### src/rtl/izh_spike_decoder_if.sv
// Sample stream into the spike decoder and FWFT ISI stream out of it.
// Decoder side uses the slave modport; the sample source / ISI consumer uses master.
interface izh_spike_decoder_if #(
    parameter int TW = 16
);
    logic              sample_en;
    logic signed [7:0] v_in;
    logic              isi_valid;
    logic [TW-1:0]     isi_data;
    logic              isi_ready;

    modport master (
        output sample_en, v_in, isi_ready,
        input  isi_valid, isi_data
    );

    modport slave (
        input  sample_en, v_in, isi_ready,
        output isi_valid, isi_data
    );
endinterface

### src/rtl/izh_spike_decoder.sv
// Threshold/hysteresis spike detector with ISI measurement, saturating spike count and FWFT ISI FIFO.
// spike_pulse one cycle after the spike sample; ISIs dropped (sticky overflow) only when full with no pop.
module izh_spike_decoder #(
    parameter int TW    = 16,
    parameter int DEPTH = 4,
    parameter int HYST  = 8
) (
    input  logic                   clk,
    input  logic                   rst_n,
    input  logic                   clear,
    input  logic signed [7:0]      thresh,
    izh_spike_decoder_if.slave     isi_if,
    output logic                   spike_pulse,
    output logic                   overflow,
    output logic [7:0]             spike_count
);
    localparam int            AW       = $clog2(DEPTH);
    localparam logic [AW:0]   FULL_LVL = (AW+1)'(DEPTH);
    localparam logic [AW:0]   PTR_ONE  = (AW+1)'(1);
    localparam logic [TW-1:0] CNT_ONE  = TW'(1);
    localparam logic [8:0]    HYST9    = 9'(HYST);

    typedef enum logic {ARMED, FIRED} state_t;

    state_t        state_q, state_d;
    logic          first_q, first_d;
    logic [TW-1:0] isi_cnt_q, isi_cnt_d;
    logic [7:0]    spike_count_q, spike_count_d;
    logic          pulse_q, pulse_d;
    logic          overflow_q, overflow_d;
    logic [AW:0]   wr_ptr_q, wr_ptr_d;
    logic [AW:0]   rd_ptr_q, rd_ptr_d;
    logic [TW-1:0] mem_q [DEPTH];

    logic signed [8:0] v_ext;
    logic signed [8:0] rearm_lim;
    logic [AW:0]       fill;
    logic              fifo_full;
    logic              fifo_vld;
    logic              spike;
    logic              pop;
    logic              push;
    logic              wr_en;
    logic              drop;

    // 9-bit arithmetic so thresh - HYST cannot wrap around to a large positive limit.
    assign v_ext     = {isi_if.v_in[7], isi_if.v_in};
    assign rearm_lim = $signed({thresh[7], thresh}) - $signed(HYST9);

    assign fill      = wr_ptr_q - rd_ptr_q;
    assign fifo_full = (fill == FULL_LVL);
    assign fifo_vld  = (fill != '0);

    assign spike = isi_if.sample_en && (state_q == ARMED) && ($signed(isi_if.v_in) > thresh);
    assign pop   = fifo_vld && isi_if.isi_ready;
    assign push  = spike && !first_q;
    assign wr_en = push && (!fifo_full || pop);
    assign drop  = push && fifo_full && !pop;

    always_comb begin
        state_d       = state_q;
        first_d       = first_q;
        isi_cnt_d     = isi_cnt_q;
        spike_count_d = spike_count_q;
        pulse_d       = spike;
        overflow_d    = overflow_q | drop;
        wr_ptr_d      = wr_ptr_q + (wr_en ? PTR_ONE : '0);
        rd_ptr_d      = rd_ptr_q + (pop ? PTR_ONE : '0);
        if (isi_if.sample_en) begin
            case (state_q)
                ARMED:   if (spike) state_d = FIRED;
                FIRED:   if (v_ext < rearm_lim) state_d = ARMED;
                default: state_d = ARMED;
            endcase
            if (spike) begin
                first_d   = 1'b0;
                isi_cnt_d = CNT_ONE;
                if (spike_count_q != 8'hFF) spike_count_d = spike_count_q + 8'd1;
            end else if (isi_cnt_q != '1) begin
                isi_cnt_d = isi_cnt_q + CNT_ONE;
            end
        end
    end

    always_ff @(posedge clk) begin
        if (!rst_n || clear) begin
            state_q       <= ARMED;
            first_q       <= 1'b1;
            isi_cnt_q     <= '0;
            spike_count_q <= '0;
            pulse_q       <= 1'b0;
            overflow_q    <= 1'b0;
            wr_ptr_q      <= '0;
            rd_ptr_q      <= '0;
        end else begin
            state_q       <= state_d;
            first_q       <= first_d;
            isi_cnt_q     <= isi_cnt_d;
            spike_count_q <= spike_count_d;
            pulse_q       <= pulse_d;
            overflow_q    <= overflow_d;
            wr_ptr_q      <= wr_ptr_d;
            rd_ptr_q      <= rd_ptr_d;
        end
    end

    // Storage needs no reset: the head is masked whenever the FIFO is empty.
    always_ff @(posedge clk) begin
        if (rst_n && !clear && wr_en) mem_q[wr_ptr_q[AW-1:0]] <= isi_cnt_q;
    end

    assign isi_if.isi_valid = fifo_vld;
    assign isi_if.isi_data  = fifo_vld ? mem_q[rd_ptr_q[AW-1:0]] : '0;
    assign spike_pulse      = pulse_q;
    assign overflow         = overflow_q;
    assign spike_count      = spike_count_q;
endmodule

### src/flat_wrapper.sv
// flat-port wrapper written by rule: the top's interface ports become plain ports
module izh_spike_decoder_flat 
#(
    parameter int TW    = 16,
    parameter int DEPTH = 4,
    parameter int HYST  = 8
)
  (clk, rst_n, clear, thresh, spike_pulse, overflow, spike_count, isi_if_sample_en, isi_if_v_in, isi_if_isi_ready, isi_if_isi_valid, isi_if_isi_data);
  izh_spike_decoder_if #(.TW(TW)) isi_if_i ();
  input  logic clk;
  input  logic rst_n;
  input  logic clear;
  input  logic signed [7:0] thresh;
  output logic spike_pulse;
  output logic overflow;
  output logic [7:0] spike_count;
  input wire logic [$bits(isi_if_i.sample_en)-1:0] isi_if_sample_en;
  input wire logic [$bits(isi_if_i.v_in)-1:0] isi_if_v_in;
  input wire logic [$bits(isi_if_i.isi_ready)-1:0] isi_if_isi_ready;
  output wire logic [$bits(isi_if_i.isi_valid)-1:0] isi_if_isi_valid;
  output wire logic [$bits(isi_if_i.isi_data)-1:0] isi_if_isi_data;
  assign isi_if_i.sample_en = isi_if_sample_en;
  assign isi_if_i.v_in = isi_if_v_in;
  assign isi_if_i.isi_ready = isi_if_isi_ready;
  assign isi_if_isi_valid = isi_if_i.isi_valid;
  assign isi_if_isi_data = isi_if_i.isi_data;
  izh_spike_decoder #(.TW(TW), .DEPTH(DEPTH), .HYST(HYST)) u_core (.clk(clk), .rst_n(rst_n), .clear(clear), .thresh(thresh), .isi_if(isi_if_i), .spike_pulse(spike_pulse), .overflow(overflow), .spike_count(spike_count));
endmodule
### config.mk
export PLATFORM = sky130hd
export DESIGN_NAME = izh_spike_decoder_flat
export DESIGN_NICKNAME = d
export VERILOG_FILES = /design/src/rtl/izh_spike_decoder_if.sv /design/src/rtl/izh_spike_decoder.sv /design/src/flat_wrapper.sv
export SDC_FILE = /design/constraint.sdc
export NUM_CORES = 1
export LEC_CHECK = 0
export CAP_MARGIN = 20
export CORE_MARGIN = 10
export CORE_UTILIZATION = 59
export CTS_BUF_LIST = sky130_fd_sc_hd__clkbuf_4
export DETAILED_ROUTE_END_ITERATION = 16
export GPL_ROUTABILITY_DRIVEN = 0
export PLACE_DENSITY = 0.94
export SLEW_MARGIN = 25
export SYNTH_ARGS = -nofsm -noshare
export SYNTH_HDL_FRONTEND = slang
export SYNTH_SLANG_ARGS = --single-unit
### constraint.sdc
create_clock -name clk -period 4.45 [get_ports clk]
set_input_delay 0.89 -clock clk [delete_from_list [all_inputs] [get_ports clk]]
set_output_delay 0.89 -clock clk [all_outputs]
set_load 0.005 [all_outputs]
## Word level (Yosys, flattened, before mapping)

Memory sizes are Yosys's and may differ from the RTL's. A register that Yosys moved wholly into a read port is not among the register bits.
Index checks and enable logic that the tools add are counted.

- Word-level logic and storage cells: 54
- Memories: 1
- RAM bits: 64
- Bits in registers: 34

- Reduce and logical (&&, ||, !) cells: 21
- $add $sub $neg: 6
- Mux-type cells: 11
- $lt $le $gt $ge: 2
- Eq/ne operators: 3
- Bitwise logic cells: 2

Memories:

| name | words | bits a word | rd ports | clocked after Yosys merged registers in | write ports | RTL line | source |
|---|---|---|---|---|---|---|---|
| u_core.mem_q | 4 | 16 | 1 | 1 | 1 | izh_spike_decoder.sv:33 | `logic [TW-1:0] mem_q [DEPTH];` |

Operators by type and width:

| cell | number |
|---|---|
| $mux 16 | 3 |
| $add 16x1->16 const B | 1 |
| $ne 16x16->1 const B | 1 |
| $logic_and 1x1->1 | 9 |
| $lt 8x9->1 | 1 |
| $sub 8x5->9 const B | 1 |
| $add 8x1->8 const B | 1 |
| $gt 8x8->1 | 1 |
| $ne 8x8->1 const B | 1 |
| $add 3x3->3 | 2 |
| $mux 1 | 6 |
| $logic_not 1->1 | 5 |
| $reduce_and 2->1 | 2 |
| $eq 3x3->1 const B | 1 |
| $reduce_and 3->1 | 1 |
| $reduce_bool 3->1 | 1 |
| $sub 3x3->3 | 1 |
| $logic_or 1x1->1 | 2 |
| $mux 2 | 1 |
| $pmux 1 s2 | 1 |
| $reduce_bool 2->1 | 1 |
| $not 1->1 | 1 |
| $or 1x1->1 | 1 |

## Logic depth before layout (Yosys ltp)

Gate-level depths: netlist of the first run.

- Depth in word-level cells: 8
- Gate-level depth with buffers: 13
- Mapped depth without buffers: 11

## Worst setup path after synthesis of the first run

OpenSTA, ideal clock, no wires.

- Path kind: input -> register
- From: input port thresh[7]
- To: memory u_core.mem_q[0][0] (enable)
- Stages: 7
- Library setup time: 0.430 ns
- Path slack: 0.408 ns
- Data arrival time: 3.612 ns
- Cells stage by stage: inv_1 > ha_1 > nor2b_1 > or3b_4 > nor2_4 > nand2_4 > nor4_1

- Longest elaborated chain between the ends: 7

RTL lines:

| element | RTL line | source |
|---|---|---|
| start, declared | flat_wrapper.sv:13 | `input logic signed [7:0] thresh;` |
| $gt 8x8->1 | izh_spike_decoder.sv:54 | `assign spike = isi_if.sample_en && (state_q == ARMED) && ($signed(isi_if.v_in) > thresh);` |
| $logic_and 1x1->1 | izh_spike_decoder.sv:54 |  |
| $logic_and 1x1->1 | izh_spike_decoder.sv:56 | `assign push = spike && !first_q;` |
| $logic_and 1x1->1 | izh_spike_decoder.sv:57 | `assign wr_en = push && (!fifo_full \|\| pop);` |
| $logic_and 1x1->1 | izh_spike_decoder.sv:109 | `if (rst_n && !clear && wr_en) mem_q[wr_ptr_q[AW-1:0]] <= isi_cnt_q;` |
| $mux 1 | izh_spike_decoder.sv:109 |  |
| $mux 1 (implied by the code) | izh_spike_decoder.sv:109 |  |
| end, declared | izh_spike_decoder.sv:33 |  |

Every way passes these cells.

## Worst setup path in the final report of the first run

- From: register u_core.rd_ptr_q[1]
- To: output port isi_if_isi_data[11]

- Longest elaborated chain between the ends: 3

RTL lines:

| element | RTL line | source |
|---|---|---|
| start, declared | izh_spike_decoder.sv:32 | `logic [AW:0] rd_ptr_q, rd_ptr_d;` |
| start signal, assigned | izh_spike_decoder.sv:103 | `rd_ptr_q <= rd_ptr_d;` |
| $sub 3x3->3 | izh_spike_decoder.sv:50 | `assign fill = wr_ptr_q - rd_ptr_q;` |
| $reduce_bool 3->1 | izh_spike_decoder.sv:52 | `assign fifo_vld = (fill != '0);` |
| $mux 16 | izh_spike_decoder.sv:113 | `assign isi_if.isi_data = fifo_vld ? mem_q[rd_ptr_q[AW-1:0]] : '0;` |
| end, declared | flat_wrapper.sv:21 | `output wire logic [$bits(isi_if_i.isi_data)-1:0] isi_if_isi_data;` |

Every way passes these cells.

==> summary.txt, run 1 <==
SYNTHESIS
--------------------------------------------------------------------------------------------
Syn nets ......................................................................          400
Number of synthesized flops with an enable pin ................................           64
Adder and majority gate portion of the synthesized area .......................       0.0626
Cell area after technology mapping ............................................    4600 um^2
Fraction of post-synthesis cell area in the top cell type by area .............        0.418
Number of storage elements in the synthesis netlist ...........................           98
Yosys cell types ..............................................................           55
Multiplexer share of the synthesized area .....................................       0.0892
Prevailing post-synth register cell ...........................................     edfxtp_1
Largest area contributor in the netlist .......................................     edfxtp_1
Dominant cell by count in the synthesized netlist .............................     edfxtp_1
Area fraction in compound gates after synthesis ...............................       0.0514
Commonest cells in the netlist ................................................ edfxtp_1, dfxtp_1, nor2_1
Largest family of logic cells by synthesized area ............................. simple AND/OR/NAND/NOR gates
Yosys warns ...................................................................            0
Xor/xnor share of the synthesized area ........................................       0.0343
Synth Instances ...............................................................          356
Synth async-reset ratio .......................................................            0
Main area contributors after synthesis ........................................ edfxtp_1, dfxtp_1, mux4_2, ha_1, nor2b_1
Sequential cell area fraction in the yosys report .............................        0.566
Average size of a mapped cell .................................................    12.9 um^2
Basic-gate share of the synthesized area counting and, or, nand and nor cells .        0.170

TIMING
--------------------------------------------------------------------------------------------
Fraction of the cycle the final worst path needs ..............................        0.834
Clk_skew ......................................................................      18.5 ps
Unrepaired setup endpoints after global routing ...............................        false
Transition time at the pin with the least slew margin .........................       653 ps
Number of failing hold endpoints at the final stage ...........................            0
Final setup violation count ...................................................            0
Clock period minus worst slack ................................................      3710 ps
Setup tns final ...............................................................         0 ps
Max-slew violations ...........................................................            0
Worst slew margin relative to its limit .......................................        0.565
F_max .........................................................................    0.269 GHz

GRT
--------------------------------------------------------------------------------------------
Vias in the first global route ................................................         3013
Number of antenna violations at the first check in global routing .............            0
Pin count of the biggest net entering global routing ..........................           19
Congestion Overflow GR ........................................................            0
First-pass GRT wire length ....................................................     14600 um
GRT Total Usage ...............................................................        0.155

CTS
--------------------------------------------------------------------------------------------
Count of buffers added by post-CTS timing repair for setup ....................            0
Total of cells resized after clock tree synthesis .............................            0
Clock Sink Count ..............................................................           98
CTS Root Cell .................................................................     clkbuf_4
Clock latency reported for the late side of the worst-skew pair ...............       430 ps
CTS Buffer Depth ..............................................................            2
H-tree depth reported by CTS ..................................................            3
Clock edge transition at the registers on the reported setup and hold paths ...       150 ps
Hold-fix buffers, CTS .........................................................            0
TritonCTS clock tree ..........................................................          yes
Number of buffers inserted during clock tree synthesis ........................            9

FLOORPLANNING
--------------------------------------------------------------------------------------------
Area of the placeable core ....................................................    7650 um^2
Area enclosed by the die boundary .............................................   11700 um^2
IO Pins .......................................................................           48
Standard-cell rows ............................................................           32
Die X-Extent ..................................................................       108 um
Die outline height ............................................................       108 um
Initial core utilization ......................................................        0.601

WORST SETUP PATH
--------------------------------------------------------------------------------------------
Required time of the critical path ............................................      3560 ps
Kind of cell with the highest combined delay on the critical path ............. simple AND/OR/NAND/NOR gates
Data arrival time of the critical path ........................................      2820 ps
Element type at the critical path start .......................................    flip-flop
Total buffers and inverters traversed by the critical path ....................            3
Launching point of the worst reg2reg path ..................................... u_core.rd_ptr_q[1]
Maximum net fanout on the critical path .......................................           18
R2R setup slack ...............................................................      1870 ps
Slowest-stage cell, CP ........................................................       and3_1
Biggest cell delay along the critical path ....................................       610 ps
Endpoint of the most critical setup path ...................................... isi_if_isi_data[11]
CP Launch Point ............................................................... u_core.rd_ptr_q[1]
Crit path capture type ........................................................  output port
Cell occurring most often along the worst timing path .........................      nor2b_1
Setup Crit Path Kind .......................................................... flip-flop to output port
Capture point of the worst reg-to-reg path .................................... u_core.rd_ptr_q[2]
Count of cells along the worst register-to-register path ......................           11
Critical path, cell by cell ................................................... buf_4 -> inv_1 -> ha_1 -> nor2b_1 -> xnor2_1 -> and3_1 -> nor2b_1 -> clkdlybuf4s50_1
Instance count on the critical path ...........................................            8

DRT
--------------------------------------------------------------------------------------------
DRT Wirelength ................................................................      8750 um
Detail Route Antenna Nets .....................................................            0
First-iteration detailed-routing DRC count ....................................          169
TritonRoute pass-1 iters ......................................................            4
Total vias in the final route .................................................         2955
Final routed wire length divided by cell count ................................      17.0 um
Post-route DRC violation count ................................................            0
Drt via density ...............................................................         5.73

POWER
--------------------------------------------------------------------------------------------
Post-layout power .............................................................      1600 uW
Gate power share ..............................................................        0.069
Power share of the sequential group ...........................................        0.604
Ratio of total power to cell area .............................................  297 nW/um^2
IR drop worst, VDD ............................................................       131 uV
Lkg Pwr .......................................................................   0.00184 uW
Relative contribution of the clock network to total power .....................        0.327
Net switching component of the power ..........................................       349 uW
Switching portion of total power ..............................................        0.219
Design internal power .........................................................      1250 uW

HOLD PATH
--------------------------------------------------------------------------------------------
Hold Path Stages ..............................................................            1
Worst min path class .......................................................... flip-flop to flip-flop

CELLS AND AREA
--------------------------------------------------------------------------------------------
Layout cells sized above 1 ....................................................        0.138
Post-route cell area ..........................................................    5380 um^2
Area occupied by multi-input gates ............................................    1900 um^2
Fill count ....................................................................          503
Number of inserted diodes .....................................................            0
Area overhead of the layout relative to synthesis .............................        16.9%
Sequential cell area ..........................................................    2600 um^2
Nets@finish ...................................................................          453
Number of standard cells in the final layout excluding fillers ................          516

PLACED DESIGN
--------------------------------------------------------------------------------------------
DPL Wire Length ...............................................................      6500 um
Count of buffers from port buffering ..........................................           47
Placed Area ...................................................................    5210 um^2
Cell total after placement ....................................................          500

RUN STATUS
--------------------------------------------------------------------------------------------
Run status .................................................................... complete, no violations

JOB
--------------------------------------------------------------------------------------------
Max Cap Viol ..................................................................            0

## sequential cells by signal (all words and copies together) (netlist names)
name and count:
u_core.first_q 1, u_core.isi_cnt_q 16, u_core.mem_q 64, u_core.overflow 1, u_core.rd_ptr_q 3, u_core.spike_count 8, u_core.spike_pulse 1, u_core.state_q 1
u_core.wr_ptr_q 3
## final cells by class
| type | instances | area share |
|---|---|---|
| clock buffer | 9 | 0.0126 |
| clock inverter | 7 | 0.0186 |
| inverter | 16 | 0.0112 |
| multi-input combinational | 230 | 0.353 |
| sequential | 98 | 0.484 |
| tap | 102 | 0.0237 |
| timing repair buffer | 54 | 0.0972 |
## per-stage QoR
step	hold WS, ps	worst slack [ps]	util
finish	489	737	0.703
floorplan	466	408	-
global placement	455	1020	0.681
CTS	491	691	0.703
detailed placement	458	932	0.681
global route	527	516	0.703
## worst reg2reg max path: stages, from the launching register on
cell,delay (ps)
dfxtp_1,340
buf_4,250
inv_1,70
ha_1,200
nor2b_1,140
xnor2_1,160
and3_1,610
nor2b_1,110
ha_1,210
ha_1,190
xnor2_1,150
nor2_1,50
## worst min-delay path by stage
| stage | startpoint | endpoint | slack [ps] |
|---|---|---|---|
| global route | u_core.overflow | u_core.overflow | 530 |
| CTS | u_core.overflow | u_core.overflow | 490 |
| finish | u_core.overflow | u_core.overflow | 490 |
| detailed placement | u_core.overflow | u_core.overflow | 460 |
| global placement | u_core.overflow | u_core.overflow | 460 |
| floorplan | u_core.overflow | u_core.overflow | 470 |
## placed cells by master, fill, tap and decap left out, types with 3 or more instances in the layout
cell type,synthesis,final
clkdlybuf4s50_1,0,47
nor2b_1,22,22
o21ai_0,3,3
and2_1,5,5
nand3_1,16,16
nor3b_1,4,4
a31oi_1,3,3
and4_1,3,3
xnor2_1,6,6
a21oi_1,5,5
ha_1,23,23
nand2b_1,6,6
and3_1,6,6
mux4_2,16,16
clkbuf_4,0,9
nand2_1,15,15
nor2_1,34,34
buf_4,1,7
nor4_2,1,5
nand4_1,7,7
edfxtp_1,64,64
dfxtp_1,34,34
inv_1,16,16
xor2_1,12,12
mux2i_1,5,5
## layer usage
layer,up-vias,share of wire,GRT usage
met2,81,0.52,0.281
met1,1437,0.41,0.180
li1,1426,-,-
met4,0,0.0094,0.0452
met3,11,0.058,0.0333
met5,-,0,0
## cell families (layout without fill, tap and decap cells)
| kind of cell | Yosys count | count (layout) |
|---|---|---|
| fa+ha+maj | 23 | 23 |
| xor+xnor | 18 | 18 |
| compound gates | 30 | 30 |
| simple gates | 138 | 138 |
| buf+inv | 28 | 86 |
| flops | 98 | 98 |
| mux | 21 | 21 |
## power by group through the flow
stage	clock network, uW	logic (uW)	registers, uW
after floorplan	0	71.9	984
after global placement	0	105	984
after detailed placement	0	109	985
after CTS	529	110	965
after global routing	566	122	965
final	522	109	965
Power figures use the tool's default switching activity.
==> run 2, diff against run 1 <==
clock period = 3.7 ns   (was 4.45 ns; I/O delays follow)
==> run 2 against run 1 <==
  * Clock power rose by 3%
  * Sequential share of layout area increased by 0.27 points
  * Critical path type unchanged
  * Critical endpoint unchanged
  * Non-clock buffer count is the same
  * Register-to-register slack worse by 740 ps
==> summary.txt, run 2 (same netlist as run 1, synthesis figures left out) <==
TIMING
------------------------------------------------------------------------------------------
Clk_skew ....................................................................      9.59 ps   -8.95 ps
Setup tns final .............................................................         0 ps   unchanged
Transition time at the pin with the least slew margin .......................       624 ps   -28.4 ps
Unrepaired setup endpoints after global routing .............................        false
Clock period minus worst slack ..............................................      3310 ps
Final setup violation count .................................................            0   unchanged
Max-slew violations .........................................................            0   unchanged
Number of failing hold endpoints at the final stage .........................            0   unchanged
F_max .......................................................................    0.302 GHz
Worst slew margin relative to its limit .....................................        0.584   +0.0189
Fraction of the cycle the final worst path needs ............................        0.895

WORST SETUP PATH
------------------------------------------------------------------------------------------
Critical path, cell by cell ................................................. inv_1 -> ha_1 -> nor2b_1 -> xnor2_1 -> and3_2 -> nor2b_1 -> clkdlybuf4s50_1
Data arrival time of the critical path ......................................      2570 ps   -250 ps
Element type at the critical path start .....................................    flip-flop
Crit path capture type ......................................................  output port
Setup Crit Path Kind ........................................................ flip-flop to output port
Biggest cell delay along the critical path ..................................       550 ps   -60 ps
Required time of the critical path ..........................................      2960 ps   -600 ps
Maximum net fanout on the critical path .....................................           18   unchanged
Kind of cell with the highest combined delay on the critical path ........... buffers and inverters
Total buffers and inverters traversed by the critical path ..................            2   -1
Cell occurring most often along the worst timing path .......................      nor2b_1
Slowest-stage cell, CP ...................................................... clkdlybuf4s50_1

CTS
------------------------------------------------------------------------------------------
TritonCTS clock tree ........................................................          yes
Clock latency reported for the late side of the worst-skew pair .............       420 ps   about the same
Hold-fix buffers, CTS .......................................................            0   unchanged
Count of buffers added by post-CTS timing repair for setup ..................            0   unchanged
Clock edge transition at the registers on the reported setup and hold paths .       140 ps   about the same
Number of buffers inserted during clock tree synthesis ......................            9   unchanged
CTS Buffer Depth ............................................................            2   unchanged
H-tree depth reported by CTS ................................................            3   unchanged
Clock Sink Count ............................................................           98   unchanged
Total of cells resized after clock tree synthesis ...........................            0   unchanged
CTS Root Cell ...............................................................     clkbuf_4

DRT
------------------------------------------------------------------------------------------
Routed length on met3 .......................................................       518 um   +1.6%
Drt via density .............................................................         5.70   -0.47%
Post-route DRC violation count ..............................................            0   unchanged
Total vias in the final route ...............................................         2941   -0.47%
Routed length on met2 .......................................................      4550 um   -0.57%
DRT Wirelength ..............................................................      8580 um   -2.0%
Detail Route Antenna Nets ...................................................            0   unchanged
Metal-1 WL ..................................................................      3420 um   -4.4%
Max layer used ..............................................................         met4
Final routed wire length divided by cell count ..............................      16.6 um   -2.0%
First-iteration detailed-routing DRC count ..................................          199   +18%
TritonRoute pass-1 iters ....................................................            4   unchanged

POWER
------------------------------------------------------------------------------------------
IR drop worst, VDD ..........................................................       158 uV   +21%
Gate power share ............................................................        0.072   +0.003
Net switching component of the power ........................................       407 uW   +17%
Ratio of total power to cell area ...........................................  342 nW/um^2   +15%
Relative contribution of the clock network to total power ...................        0.294   -0.033
Switching portion of total power ............................................        0.222   +0.00344
Design internal power .......................................................      1420 uW   +14%
Power share of the sequential group .........................................        0.633   +0.029
Lkg Pwr .....................................................................   0.00183 uW   -0.77%

CELLS AND AREA
------------------------------------------------------------------------------------------
Most common library cell in the layout ignoring fill and taps ...............     edfxtp_1
Number of standard cells in the final layout excluding fillers ..............          516   unchanged
Number of flip-flops in the largest register ................................           64   unchanged
Number of inserted diodes ...................................................            0   unchanged
Commonest cells after routing, fill and taps aside .......................... edfxtp_1, clkdlybuf4s50_1, nor2_1, dfxtp_1, ha_1
Layout cells sized above 1 ..................................................        0.138   unchanged
Sequential cell area ........................................................    2600 um^2   unchanged
Nets@finish .................................................................          453   unchanged
Fill count ..................................................................          492   -2.2%
Area overhead of the layout relative to synthesis ...........................        16.3%
Area occupied by multi-input gates ..........................................    1900 um^2   about the same

GRT
------------------------------------------------------------------------------------------
GRT Total Usage .............................................................        0.150   -0.00564
First-pass GRT wire length ..................................................     13900 um   -4.5%
Number of antenna violations at the first check in global routing ...........            0   unchanged
Pin count of the biggest net entering global routing ........................           19   unchanged
Vias in the first global route ..............................................         2940   -2.4%
Congestion Overflow GR ......................................................            0   unchanged

PLACED DESIGN
------------------------------------------------------------------------------------------
Count of buffers from port buffering ........................................           47   unchanged
DPL Wire Length .............................................................      6190 um   -4.9%
Cell total after placement ..................................................          500   unchanged

HOLD PATH
------------------------------------------------------------------------------------------
Worst min path class ........................................................ flip-flop to flip-flop

FLOORPLANNING
------------------------------------------------------------------------------------------
Die X-Extent ................................................................       108 um   unchanged
Area enclosed by the die boundary ...........................................   11700 um^2   unchanged
Area of the placeable core ..................................................    7650 um^2   unchanged
Die outline height ..........................................................       108 um   unchanged
IO Pins .....................................................................           48   unchanged
Standard-cell rows ..........................................................           32   unchanged
Initial core utilization ....................................................        0.601   unchanged

JOB
------------------------------------------------------------------------------------------
Max Cap Viol ................................................................            0   unchanged

RUN STATUS
------------------------------------------------------------------------------------------
Run status .................................................................. complete, no violations

run 2: final timing paths:
path	slack [ps]	to	cells after the start	start
setup / recovery	390	isi_if_isi_data[11]	7	u_core.wr_ptr_q[0]
hold / removal	490	u_core.overflow	1	u_core.overflow
setup reg to reg	1130	u_core.mem_q[0][5]	8	u_core.wr_ptr_q[0]
hold reg to reg	490	u_core.overflow	1	u_core.overflow
run 2: per-stage QoR:
| stage | setup WS [ps] | area, um^2 | hold slack [ps] | power, uW | util |
|---|---|---|---|---|---|
| after floorplan | -262 | 4600 | 466 | 1270 | - |
| after CTS | 125 | 5350 | 498 | 1840 | 0.699 |
| after global placement | 421 | 5210 | 453 | 1310 | 0.681 |
| final | 389 | 5350 | 492 | 1830 | 0.699 |
| after detailed placement | 231 | 5210 | 468 | 1320 | 0.681 |
| after global routing | 208 | 5350 | 526 | 1890 | 0.699 |
run 2: final cells by class:
cell class,count,area share
flip-flops and latches,98,0.487
inverters,16,0.0112
clock inverters,7,0.0129
multi-input cells,230,0.355
well taps,102,0.0239
repair buffers,54,0.0978
clock buffers,9,0.0126
run 2: metal layers:
metal,GRT usage,vias to the layer above
met4,0.0480,0
met5,0,-
met2,0.273,85
met3,0.0416,9
met1,0.164,1419
li1,-,1428
run 2: power groups by stage:
stage / registers (uW) / clock network (uW) / logic, uW
2_1_floorplan: 1180 / 0 / 86.5
3_3_place_gp: 1180 / 0 / 126
3_5_place_dp: 1180 / 0 / 132
4_1_cts: 1160 / 547 / 133
5_1_grt: 1160 / 584 / 146
6_report: 1160 / 539 / 133
==> edit: new RTL, config.mk and constraints of run 2 <==
`DEPTH` is set to 4 in 2 places; all go to 2.
--- a/src/rtl/izh_spike_decoder.sv
+++ b/src/rtl/izh_spike_decoder.sv
@@ -3,5 +3,5 @@
 module izh_spike_decoder #(
     parameter int TW    = 16,
-    parameter int DEPTH = 4,
+    parameter int DEPTH = 2,
     parameter int HYST  = 8
 ) (
--- a/src/flat_wrapper.sv
+++ b/src/flat_wrapper.sv
@@ -3,5 +3,5 @@
 #(
     parameter int TW    = 16,
-    parameter int DEPTH = 4,
+    parameter int DEPTH = 2,
     parameter int HYST  = 8
 )
Check against the original RTL: not equivalent (a bounded check fails within 10 cycles, from zero or initial values).
==> edit against run 2 <==
Sequential share of layout area down 6.7 points. Critical path depth up 3. Design area down 29%. Synthesized cell count down 20%. Sequential cell count down 34. Wire length down 26%. Critical endpoint is now u_core.mem_q[1][8]. Synthesized area down 32%. Setup slack better by 0.23 ns. Core utilization up 4.7 points. Total power down 28%. Hold slack worse by 0.019 ns. Combinational power down 6%.
==> edit: results (changes against run 2) <==
Max FO, Critical Path=16 (-2); Post-synth top cells=39 x nor2_1, 32 x dfxtp_1, 32 x edfxtp_1; CP top delay family=simple AND/OR/NAND/NOR gates; synth top area cells=edfxtp_1 31%, dfxtp_1 21%, ha_1 7.6%; critical hold path startpoint=u_core.first_q; Final nets=381 (-16%); global-route wire length before repair=10.74 mm (-23%); worst reg2reg path depth=6 (-2); EDFF count, synth=32 (-50%); status=completed; post-DP HPWL=4.717 mm (-24%); Vias/cell=5.637 (-1.1%); worst slew pin tran=0.8269 ns (+0.2027 ns); share of the yosys chip area belonging to registers=51.43% (-5.2 points); leak pwr=1.352 nW (-26%); filler instances=347 (-29%); slowest CP cell=and3_1; Syn Nets=326 (-19%); clk_skew=0.01684 ns (+0.007251 ns); DR WL/cell=15.24 um (-8.3%); number of global-route vias before repair=2,366 (-20%); dpl ws=0.1730 ns (-0.05761 ns); post-route clock period utilization=83.39% (-6.1 points); maximum vdd drop=0.2600 mV (+64%); share of layout cells above drive strength 1=8.960% (-4.8 points); delay of the slowest critical-path stage=0.62 ns (+0.07 ns); DR iter-0 viols=167 (-16%); Crit path arrival time=3.13 ns (+0.56 ns); WHS Endpoint=u_core.first_q; RR Startpoint=u_core.rd_ptr_q[0]
edit: cell count changes in the layout (fill, tap and decap cells not counted), sizes merged, moves of 3 or more:
cell    change
a21oi       +5
edfxtp     -32
ha          -4
inv         -3
mux2i      +12
mux4       -16
nand2       -3
nand2b      -3
nand3       -5
nor2        +4
nor2b      -19
nor4        -5
o31ai       +3
edit: layout make-up:
| class | instances | area [um2] | area share [%] |
|---|---|---|---|
| flip-flops and latches | 64 | 1602 | 41.99 |
| multi-input cells | 198 | 1414 | 37.07 |
| repair buffers | 54 | 523.0 | 13.71 |
| well taps | 70 | 87.58 | 2.297 |
| clock buffers | 10 | 75.07 | 1.969 |
| clock inverters | 6 | 60.06 | 1.575 |
| inverters | 14 | 52.55 | 1.378 |
edit: per-layer routing:
layer	GRT usage, %	part of all wire (%)	vias to the layer above
met3	5.569	7.1	11
met2	26.00	49	76
li1	-	-	1150
met4	7.584	2.0	0
met5	0	0	-
met1	16.55	42	1108
edit: worst max-delay path by stage:
stage	from	end	cells after the start
3_5_place_dp	thresh[7]	u_core.mem_q[1][9]	10
5_1_grt	thresh[7]	u_core.mem_q[1][7]	10
4_1_cts	thresh[7]	u_core.mem_q[1][8]	10
6_report	thresh[7]	u_core.mem_q[1][8]	10
3_3_place_gp	thresh[7]	u_core.mem_q[0][7]	9
2_1_floorplan	thresh[6]	u_core.mem_q[0][0]	9
edit: cells by family (layout without fill, tap and decap cells):
kind of cell / after synthesis / count (layout) / synth area share [%]
AO/OA/AOI/OAI: 38 / 38 / 9.241
XOR/XNOR: 17 / 17 / 4.781
adder cells (fa/ha/maj): 19 / 19 / 7.634
buffers and inverters: 24 / 84 / 3.535
flip-flops: 64 / 64 / 51.43
multiplexers: 17 / 17 / 5.464
AND/OR/NAND/NOR: 107 / 107 / 17.92
edit: power by group:
part	switching (mW)	internal [mW]	leakage, nW
combinational	0.0642	0.0608	0.720
sequential	0.00429	0.741	0.558
clock	0.243	0.210	0.0738
edit: metrics by stage:
| stage | cell area, um2 | hold slack, ns | util, % | std cells | total power [mW] |
|---|---|---|---|---|---|
| global placement | 3672 | 0.4450 | 71.90 | 400 | 0.8800 |
| finish | 3814 | 0.4732 | 74.67 | 416 | 1.324 |
| CTS | 3814 | 0.4757 | 74.67 | 416 | 1.328 |
| detailed placement | 3679 | 0.4620 | 72.02 | 400 | 0.8862 |
| global route | 3814 | 0.5086 | 74.67 | 416 | 1.371 |
| floorplan | 3114 | 0.4353 | - | 286 | 0.8384 |
edit: tightest hold or removal path: cells and delay by family, from the launching register on:
kind,cells,cell delay (ns)
flip-flops,1,0.34
AND/OR/NAND/NOR,2,0.10
